`config.mk`:
```
export PLATFORM = sky130hd
export DESIGN_NAME = shift_sequencer_flat
export DESIGN_NICKNAME = d
export VERILOG_FILES = /design/src/rtl/shift_seq_pkg.sv /design/src/rtl/shift_seq_if.sv /design/src/rtl/shift_seq_tick.sv /design/src/rtl/shift_sequencer.sv /design/src/flat_wrapper.sv
export SDC_FILE = /design/constraint.sdc
export NUM_CORES = 1
export LEC_CHECK = 0
export CORE_MARGIN = 5
export CORE_UTILIZATION = 55
export CTS_CLUSTER_DIAMETER = 100
export DETAILED_ROUTE_END_ITERATION = 7
export PLACE_DENSITY = 0.8
export SYNTH_ARGS = -nofsm -noshare
export SYNTH_HDL_FRONTEND = slang
export SYNTH_SLANG_ARGS = --single-unit
```
`constraint.sdc`:
```
create_clock -name clk -period 2.5 [get_ports clk]
set_input_delay 0.375 -clock clk [delete_from_list [all_inputs] [get_ports clk]]
set_output_delay 0.375 -clock clk [all_outputs]
set_load 0.01 [all_outputs]
```
`src/rtl/shift_seq_pkg.sv`:
```
// Shared types and the pattern step function for the LED shift sequencer.
// Optional feature macro: SHIFT_SEQ_PAUSE_EN (see shift_sequencer.sv).
package shift_seq_pkg;

    localparam int unsigned LED_W = 8;

    typedef enum logic [1:0] {
        ST_IDLE = 2'd0,
        ST_RUN  = 2'd1,
        ST_DONE = 2'd2
    } state_e;

    typedef enum logic {
        DIR_LEFT  = 1'b0,
        DIR_RIGHT = 1'b1
    } dir_e;

    typedef logic [1:0]       amt_t;
    typedef logic [LED_W-1:0] led_t;

    // Pattern is doubled (rotate) or padded with the fill bit (shift) so a
    // single shift of the 16-bit word covers both cases.
    function automatic led_t step(input led_t pat, input amt_t amt,
                                  input logic dir, input logic rot,
                                  input logic fill);
        logic [2*LED_W-1:0] ext;
        led_t               res;
        if (dir == DIR_LEFT) begin
            ext = rot ? {pat, pat} : {pat, {LED_W{fill}}};
            ext = ext << amt;
            res = ext[2*LED_W-1:LED_W];
        end else begin
            ext = rot ? {pat, pat} : {{LED_W{fill}}, pat};
            ext = ext >> amt;
            res = ext[LED_W-1:0];
        end
        return res;
    endfunction

endpackage

```
`src/rtl/shift_seq_if.sv`:
```
// Command / status bundle of the shift sequencer.
// The pause input exists only when SHIFT_SEQ_PAUSE_EN is defined.
interface shift_seq_if
    import shift_seq_pkg::*;
#(
    parameter int unsigned STEP_W = 4
);
    logic              cmd_valid;
    logic              cmd_ready;
    led_t              cmd_data;
    amt_t              cmd_amt;
    logic              cmd_dir;
    logic              cmd_rot;
    logic              cmd_fill;
    logic [STEP_W-1:0] cmd_steps;
    logic              abort;
    led_t              led;
    logic              busy;
    logic              done;
`ifdef SHIFT_SEQ_PAUSE_EN
    logic              pause;
`endif

    modport master (
`ifdef SHIFT_SEQ_PAUSE_EN
        output pause,
`endif
        output cmd_valid, cmd_data, cmd_amt, cmd_dir, cmd_rot, cmd_fill,
        output cmd_steps, abort,
        input  cmd_ready, led, busy, done
    );

    modport slave (
`ifdef SHIFT_SEQ_PAUSE_EN
        input  pause,
`endif
        input  cmd_valid, cmd_data, cmd_amt, cmd_dir, cmd_rot, cmd_fill,
        input  cmd_steps, abort,
        output cmd_ready, led, busy, done
    );

endinterface

```
`src/rtl/shift_seq_tick.sv`:
```
// Step-rate prescaler: counts TICK_DIV enabled cycles and raises a registered
// one-cycle tick on the cycle after the wrap; clear forces count and tick to 0.
module shift_seq_tick #(
    parameter int unsigned TICK_DIV = 1000000
) (
    input  logic clk,
    input  logic rst_n,
    input  logic clr_i,
    input  logic en_i,
    output logic tick_o
);

    localparam int unsigned     CNT_W   = (TICK_DIV > 1) ? $clog2(TICK_DIV) : 1;
    localparam logic [CNT_W-1:0] CNT_MAX = CNT_W'(TICK_DIV - 1);

    logic [CNT_W-1:0] cnt_q, cnt_d;
    logic             tick_q, tick_d;

    always_comb begin
        cnt_d  = cnt_q;
        tick_d = tick_q;
        if (clr_i) begin
            cnt_d  = '0;
            tick_d = 1'b0;
        end else if (en_i) begin
            if (cnt_q == CNT_MAX) begin
                cnt_d  = '0;
                tick_d = 1'b1;
            end else begin
                cnt_d  = cnt_q + CNT_W'(1);
                tick_d = 1'b0;
            end
        end
    end

    always_ff @(posedge clk or negedge rst_n) begin
        if (!rst_n) begin
            cnt_q  <= '0;
            tick_q <= 1'b0;
        end else begin
            cnt_q  <= cnt_d;
            tick_q <= tick_d;
        end
    end

    assign tick_o = tick_q;

endmodule

```
`src/rtl/shift_sequencer.sv`:
```
// LED pattern sequencer: accepts a command, then rotates/shifts the pattern
// once per TICK_DIV cycles for cmd_steps steps. SHIFT_SEQ_PAUSE_EN adds a pause input.
//
//   state   | meaning
//   IDLE    | waiting for a command, cmd_ready high
//   RUN     | executing steps, busy high
//   DONE    | one-cycle completion pulse on done
module shift_sequencer
    import shift_seq_pkg::*;
#(
    parameter int unsigned TICK_DIV = 1000000,
    parameter int unsigned STEP_W   = 4
) (
    input  logic        clk,
    input  logic        rst_n,
    shift_seq_if.slave  bus
);

    state_e            state_q, state_d;
    led_t              led_q, led_d;
    logic [STEP_W-1:0] steps_q, steps_d;
    amt_t              amt_q, amt_d;
    logic              dir_q, dir_d;
    logic              rot_q, rot_d;
    logic              fill_q, fill_d;
    logic              pause_w;
    logic              run_en;
    logic              tick;

`ifdef SHIFT_SEQ_PAUSE_EN
    assign pause_w = bus.pause;
`else
    assign pause_w = 1'b0;
`endif

    assign run_en = (state_q == ST_RUN) && !pause_w;

    shift_seq_tick #(
        .TICK_DIV (TICK_DIV)
    ) u_tick (
        .clk    (clk),
        .rst_n  (rst_n),
        .clr_i  (state_q != ST_RUN),
        .en_i   (run_en),
        .tick_o (tick)
    );

    always_comb begin
        state_d = state_q;
        led_d   = led_q;
        steps_d = steps_q;
        amt_d   = amt_q;
        dir_d   = dir_q;
        rot_d   = rot_q;
        fill_d  = fill_q;
        case (state_q)
            ST_IDLE: begin
                if (bus.cmd_valid) begin
                    led_d   = bus.cmd_data;
                    steps_d = bus.cmd_steps;
                    amt_d   = bus.cmd_amt;
                    dir_d   = bus.cmd_dir;
                    rot_d   = bus.cmd_rot;
                    fill_d  = bus.cmd_fill;
                    state_d = (bus.cmd_steps == '0) ? ST_DONE : ST_RUN;
                end
            end
            ST_RUN: begin
                // Abort wins over a coinciding step so the pattern is left untouched.
                if (bus.abort) begin
                    state_d = ST_IDLE;
                end else if (tick && run_en) begin
                    led_d   = step(led_q, amt_q, dir_q, rot_q, fill_q);
                    steps_d = steps_q - STEP_W'(1);
                    if (steps_q == STEP_W'(1)) begin
                        state_d = ST_DONE;
                    end
                end
            end
            ST_DONE: begin
                state_d = ST_IDLE;
            end
            default: begin
                state_d = ST_IDLE;
            end
        endcase
    end

    always_ff @(posedge clk or negedge rst_n) begin
        if (!rst_n) begin
            state_q <= ST_IDLE;
            led_q   <= '0;
            steps_q <= '0;
            amt_q   <= '0;
            dir_q   <= 1'b0;
            rot_q   <= 1'b0;
            fill_q  <= 1'b0;
        end else begin
            state_q <= state_d;
            led_q   <= led_d;
            steps_q <= steps_d;
            amt_q   <= amt_d;
            dir_q   <= dir_d;
            rot_q   <= rot_d;
            fill_q  <= fill_d;
        end
    end

    assign bus.cmd_ready = (state_q == ST_IDLE);
    assign bus.busy      = (state_q == ST_RUN);
    assign bus.done      = (state_q == ST_DONE);
    assign bus.led       = led_q;

endmodule

```
`src/flat_wrapper.sv`:
```
// flat-port wrapper written by rule: the top's interface ports become plain ports
module shift_sequencer_flat import shift_seq_pkg::*;
#(
    parameter int unsigned TICK_DIV = 1000000,
    parameter int unsigned STEP_W   = 4
)
  (clk, rst_n, bus_cmd_valid, bus_cmd_data, bus_cmd_amt, bus_cmd_dir, bus_cmd_rot, bus_cmd_fill, bus_cmd_steps, bus_abort, bus_cmd_ready, bus_led, bus_busy, bus_done);
  shift_seq_if #(.STEP_W(STEP_W)) bus_i ();
  input  logic clk;
  input  logic rst_n;
  input wire logic [$bits(bus_i.cmd_valid)-1:0] bus_cmd_valid;
  input wire logic [$bits(bus_i.cmd_data)-1:0] bus_cmd_data;
  input wire logic [$bits(bus_i.cmd_amt)-1:0] bus_cmd_amt;
  input wire logic [$bits(bus_i.cmd_dir)-1:0] bus_cmd_dir;
  input wire logic [$bits(bus_i.cmd_rot)-1:0] bus_cmd_rot;
  input wire logic [$bits(bus_i.cmd_fill)-1:0] bus_cmd_fill;
  input wire logic [$bits(bus_i.cmd_steps)-1:0] bus_cmd_steps;
  input wire logic [$bits(bus_i.abort)-1:0] bus_abort;
  output wire logic [$bits(bus_i.cmd_ready)-1:0] bus_cmd_ready;
  output wire logic [$bits(bus_i.led)-1:0] bus_led;
  output wire logic [$bits(bus_i.busy)-1:0] bus_busy;
  output wire logic [$bits(bus_i.done)-1:0] bus_done;
  assign bus_i.cmd_valid = bus_cmd_valid;
  assign bus_i.cmd_data = bus_cmd_data;
  assign bus_i.cmd_amt = bus_cmd_amt;
  assign bus_i.cmd_dir = bus_cmd_dir;
  assign bus_i.cmd_rot = bus_cmd_rot;
  assign bus_i.cmd_fill = bus_cmd_fill;
  assign bus_i.cmd_steps = bus_cmd_steps;
  assign bus_i.abort = bus_abort;
  assign bus_cmd_ready = bus_i.cmd_ready;
  assign bus_led = bus_i.led;
  assign bus_busy = bus_i.busy;
  assign bus_done = bus_i.done;
  shift_sequencer #(.TICK_DIV(TICK_DIV), .STEP_W(STEP_W)) u_core (.clk(clk), .rst_n(rst_n), .bus(bus_i));
endmodule
```
==> qor.csv, run 1 <==
metric,value,unit
synthesis-stage register bit count,40,
die span in x,76.91,um
worst stage delay on the critical path,0.69,ns
Pleak,1.171,nW
CP Data Arrival Time,2.18,ns
Max Cap Viol,0,
largest net degree at the start of global routing,41,
via count,2181,
residual DRC count,0,
hold-fix buffer count after cts,0,
first-pass detailed-route iteration total,5,
Setup WS pre-CTS,0.4744,ns
worst r2r dst,u_core.bus.led[5],
DP HPWL,4226,um
final WL,5859,um
total clock buffers created by CTS,5,
outcome,"finished, final reports clean",
Crit Path Max Fanout,15,
nets@finish,321,
I/O pin total,32,
worst r2r src,u_core.amt_q[0],
Critical Path Start Type,flip-flop,
endpoint class of the critical path,flip-flop,
sequential share of the synthesized area,0.4065,
fill cell count,357,
setup TNS,0,ns
Slew Limit Headroom,0.4119,
Min-Delay Path Class,in2async,
clk sinks,40,
RSZ-0062 raised after global routing,no,
mapped cell area,2462,sq um
Post-CTS Resized,0,
Critical Path Sink,u_core.bus.led[5],
kind of critical path,reg2reg,
CP Cell Sequence,"buf_4, mux2i_1, nor3_1, a2111oi_0, nor3_1",
core area,4354,sq um
Worst Path Required,2.67,ns
Clock Latency Late Sink,0.30,ns
crit path from,u_core.amt_q[0],
critical path's most frequent cell,nor3_1,
power per cell area,998.2,nW/um^2
"commonest non-fill, non-tap cell in the layout",dfrtp_1,
Syn Nets,289,
worst slew pin tran,0.8821,ns
final setup fails,0,
CTS tree,done,
H-Tree Level Count,2,
chip height,76.91,um
Root Buffer,clkbuf_8,
Post-Syn Instances,265,
final setup margin,0.4901,ns
final critical-path share of the clock period,0.8040,
# diodes,0,
initial antenna violation count,0,
layout cells sized above 1,0.1007,
Post-synth ARST share,1.000,
fin crit period,2.010,ns
I/O Buffers,31,
site row count,24,
yosys warns,0,
"Hold Violations, Final",0,
post-CTS setup buffer count,0,
initial drt markers,241,
fin util,0.6704,
reg2reg path depth,5,
R2R setup slack,0.49,ns
post-route ant nets,0,
clk buf depth,2,
gpl congestion,0.9315,
Total GRT Usage,0.2054,
Post-Syn Area per Cell,9.292,sq um
DR vias/cell,6.231,
vias in the first global route,2095,
Crit-path slowest cell,dfrtp_1,
Max Clock Skew,0.006138,ns
Syn-to-layout area delta,18.55,%
Peak VDD IR,0.6266,mV
Cell variety after synth,52,
clock-pin slew on the worst setup and hold paths,0.08,ns
first-pass GRT wire length,10030,um
WL/cell,16.74,um
Synth Flop Type,dfrtp_1,
die area,5915,sq um
"EDFF count, synth",0,
fmax,0.4975,GHz
max-slew violation count,0,
Starting Density,0.5655,
Congestion Overflow GR,0,
"commonest cells after routing, fill and taps aside","dfrtp_1 (40), clkdlybuf4s50_1 (30), a21oi_1 (24), nor2_1 (21), nand2_1 (17)",
[routing by layer]
metal,global-route usage,wire length [um]
met3,0.03630,400
met5,0,0
met2,0.3005,2635
met4,0.09266,143
met1,0.2950,2679
[worst min-delay path by stage]
stage	endpoint	slack [ns]	depth (start not counted)
after floorplan	u_core.amt_q[0]	0.08	0
after global placement	u_core.u_tick.cnt_q[0]	0.44	1
after detailed placement	u_core.u_tick.cnt_q[0]	0.45	1
after CTS	u_core.bus.led[5]	0.23	1
after global routing	u_core.u_tick.cnt_q[14]	0.29	1
final	u_core.u_tick.cnt_q[2]	0.20	1
[cell families after synthesis]
| logic type | share of synthesized area |
|---|---|
| DFF | 0.4065 |
| and+or+nand+nor | 0.2271 |
| muxes | 0.1108 |
| adders and majority gates | 0.01525 |
| xor gates and xnor gates | 0.03557 |
| buffers and inverters | 0.03811 |
| AOI/OAI and AO/OA | 0.1667 |
[power breakdown]
group / internal, mW / switching (mW) / leakage [nW] / total (mW)
clock network: 0.224 / 0.225 / 0.0445 / 0.450
registers: 0.800 / 0.312 / 0.518 / 1.11
logic: 0.683 / 0.669 / 0.609 / 1.35
total: 1.71 / 1.21 / 1.17 / 2.91
[per-stage QoR]
| step | area, sq um | hold WS, ns | power, mW | std cells |
|---|---|---|---|---|
| 6_report | 2919 | 0.1973 | 2.914 | 350 |
| 2_1_floorplan | 2462 | 0.07941 | 1.951 | 265 |
| 4_1_cts | 2919 | 0.2315 | 2.912 | 350 |
| 3_5_place_dp | 2825 | 0.4494 | 2.454 | 342 |
| 5_1_grt | 2919 | 0.2928 | 3.100 | 350 |
| 3_3_place_gp | 2825 | 0.4369 | 2.424 | 342 |
[sequential cells by signal, indices dropped and copies added (netlist names)]
register and cells:
u_core.amt_q 2, u_core.u_tick.tick_o 1, u_core.state_q 2, u_core.rot_q 1
u_core.u_tick.cnt_q 20, u_core.fill_q 1, u_core.steps_q 4, u_core.dir_q 1
u_core.bus.led 8
[critical path: cells and delay by family, from the launching register on]
family / cells / cell delay (ns)
AOI/OAI and AO/OA: 1 / 0.45
buffers and inverters: 1 / 0.32
DFF: 1 / 0.69
muxes: 1 / 0.25
and+or+nand+nor: 2 / 0.17
[cells in the mapped netlist, types with 2 or more instances]
cell / number / area share
dfrtp_1: 40 / 0.41
xnor2_1: 2 / 0.0071
mux4_2: 3 / 0.027
o22ai_1: 2 / 0.0051
clkbuf_1: 8 / 0.012
a21oi_1: 24 / 0.049
mux2i_1: 16 / 0.065
and3_1: 4 / 0.010
a2111oi_0: 2 / 0.0071
nand3_1: 15 / 0.030
nor2_1: 21 / 0.032
nor3_1: 8 / 0.016
and4_1: 4 / 0.014
or4_1: 3 / 0.0091
o211ai_1: 3 / 0.0091
nand2b_1: 5 / 0.013
buf_2: 3 / 0.0061
or3_1: 3 / 0.0076
o31ai_1: 5 / 0.015
a211oi_1: 4 / 0.012
nand2_1: 17 / 0.026
or2_2: 2 / 0.0051
inv_1: 7 / 0.011
nor4_1: 2 / 0.0051
nand4_1: 7 / 0.018
xor2_1: 8 / 0.028
nor2b_1: 2 / 0.0051
o21ai_0: 15 / 0.030
ha_1: 3 / 0.015
clkinv_1: 2 / 0.0030
mux2_2: 4 / 0.018
[area by class of cell]
cell class / instances / area (sq um) / share of cell area
multi-input combinational: 203 / 1368 / 0.4685
sequential: 40 / 1001 / 0.3429
timing repair buffer: 38 / 357.8 / 0.1226
clock buffer: 7 / 86.33 / 0.02958
tap: 52 / 65.06 / 0.02229
inverter: 9 / 33.78 / 0.01157
clock inverter: 1 / 7.507 / 0.002572
Power figures use the tool's default switching activity.
==> run 2: changes to the inputs <==
- CORE_UTILIZATION: 55 -> 50
- PLACE_DENSITY: 0.8 -> 0.76
- clock period: 2.5 -> 1.84 ns (I/O delays scaled with it)
==> run 2 against run 1 <==
Compared with the run above: register-to-register slack got worse by 0.45 ns; count of clock-buffer cells in the layout unchanged; first-iteration DRC count decreased by 22%; combinational power increased by 58%; fmax increased by 12%; worst hold slack improved by 0.26 ns; critical path depth unchanged; final area increased by 8.3%; core utilization decreased by 0.54 points; via count increased by 5.8%; sequential share of layout area decreased by 2.6 points.
==> qor.csv, run 2 (same netlist as run 1, synthesis figures left out) <==
metric,value,unit
outcome,"finished, final reports clean",
worst r2r dst,u_core.bus.led[2],
first-pass detailed-route iteration total,4,
nets@finish,344,
Min-Delay Path Depth,1,
Min-Delay Path Class,reg2reg,
Crit Path Max Fanout,14,
hold slack,0.4589,ns
CP Cell Sequence,"buf_4, clkinvlp_4, mux4_2, o2111ai_1, a21oi_1",
Largest register FFs,20,
"Hold Violations, Final",0,
RSZ-0062 raised after global routing,no,
initial drt markers,188,
total power,4.122,mW
setup TNS,0,ns
DR vias/cell,5.948,
clk buf depth,2,
Starting Density,0.5179,
Pleak,1.310,nW
fill cell count,398,
core area,4755,sq um
chip height,80.18,um
H-Tree Level Count,2,
HP Start,u_core.u_tick.cnt_q[0],
Worst Path Required,2.00,ns
vias in the first global route,2247,
die area,6428,sq um
# diodes,0,
reg2reg path depth,5,
R2R setup slack,0.04,ns
DP HPWL,4682,um
total clock buffers created by CTS,5,
post-route ant nets,0,
Peak VDD IR,0.6934,mV
Crit-path slowest cell,mux4_2,
fmax,0.5556,GHz
fin util,0.6650,
clk sinks,40,
final critical-path share of the clock period,0.9782,
layout cells sized above 1,0.1807,
residual DRC count,0,
"CP delay by family, top",multiplexers,
Root Buffer,clkbuf_8,
worst stage delay on the critical path,0.52,ns
via count,2308,
worst slew pin tran,0.5194,ns
endpoint class of the critical path,flip-flop,
Slew Limit Headroom,0.6524,
Critical Path Start Type,flip-flop,
Max Cap Viol,0,
CTS tree,done,
first-pass GRT wire length,10930,um
WL/cell,16.45,um
initial antenna violation count,0,
gpl congestion,0.9510,
"commonest non-fill, non-tap cell in the layout",dfrtp_1,
Critical Path Sink,u_core.bus.led[2],
kind of critical path,reg2reg,
power per cell area,1304,nW/um^2
I/O pin total,32,
CP Data Arrival Time,1.96,ns
I/O Buffers,31,
site row count,25,
worst r2r src,u_core.amt_q[1],
final WL,6383,um
max-slew violation count,0,
fin crit period,1.800,ns
largest net degree at the start of global routing,26,
Levels on crit path,5,
Syn-to-layout area delta,28.40,%
"commonest cells after routing, fill and taps aside","dfrtp_1 (40), clkdlybuf4s50_1 (27), buf_4 (27), a21oi_1 (24), nor2_1 (21)",
largest register by flop count,u_core.u_tick.cnt_q,
die span in x,80.18,um
crit path from,u_core.amt_q[1],
Max Clock Skew,0.007265,ns
clock-pin slew on the worst setup and hold paths,0.08,ns
Total GRT Usage,0.2170,
CP Buf/Inv Count,2,
final setup fails,0,
Clock Latency Late Sink,0.29,ns
Congestion Overflow GR,0,
==> run 2: area by class of cell <==
cell class                      count  area (sq um)  area share
Clock buffer                        7         86.33     0.02731
Clock inverter                      1         7.507    0.002374
Inverter                            9         37.54     0.01187
Multi-Input combinational cell    203          1396      0.4416
Sequential cell                    40          1001      0.3166
Tap cell                           67         83.83     0.02651
Timing Repair Buffer               61         549.3      0.1737
==> run 2: per-layer routing <==
metal	GRT usage	part of all wire	vias to the layer above
li1	-	-	1099
met1	0.3122	0.47	1114
met2	0.3336	0.46	84
met3	0.03812	0.058	11
met4	0.06250	0.018	0
met5	0	0	-
==> run 2: stage by stage <==
| step | area [sq um] | cells | setup WS (ns) |
|---|---|---|---|
| floorplan | 2462 | 265 | 0.009932 |
| global placement | 3014 | 378 | -0.03216 |
| detailed placement | 3014 | 378 | -0.08283 |
| CTS | 3115 | 387 | 0.005010 |
| global route | 3162 | 388 | 0.002576 |
| finish | 3162 | 388 | 0.04005 |
==> run 2: worst min-delay path by stage <==
stage                             end  slack, ns
3_3_place_gp   u_core.u_tick.cnt_q[6]       0.26
4_1_cts        u_core.u_tick.cnt_q[0]       0.46
5_1_grt        u_core.u_tick.cnt_q[0]       0.47
2_1_floorplan         u_core.amt_q[0]      -0.02
3_5_place_dp   u_core.u_tick.cnt_q[8]       0.27
6_report       u_core.u_tick.cnt_q[0]       0.46
==> run 2: power by group <==
part	switching (mW)	total [mW]	internal, mW
clock	0.316	0.621	0.305
sequential	0.280	1.37	1.09
combinational	1.10	2.13	1.03
total	1.69	4.12	2.43
==> run 2: worst register-to-register path, delay by kind of cell, from the launching register on <==
family	cells	cell delay, ns
mux	1	0.52
compound gates	2	0.41
buf+inv	2	0.35
flops	1	0.40
==> run 2: what timing repair did <==
action,in CTS,in global routing
gates resized for setup,2,9
buffers inserted,0,1
pin swaps,0,2
hold endpoints to repair,18,0
endpoints found under the setup margin,2,11
hold buffers,1,0
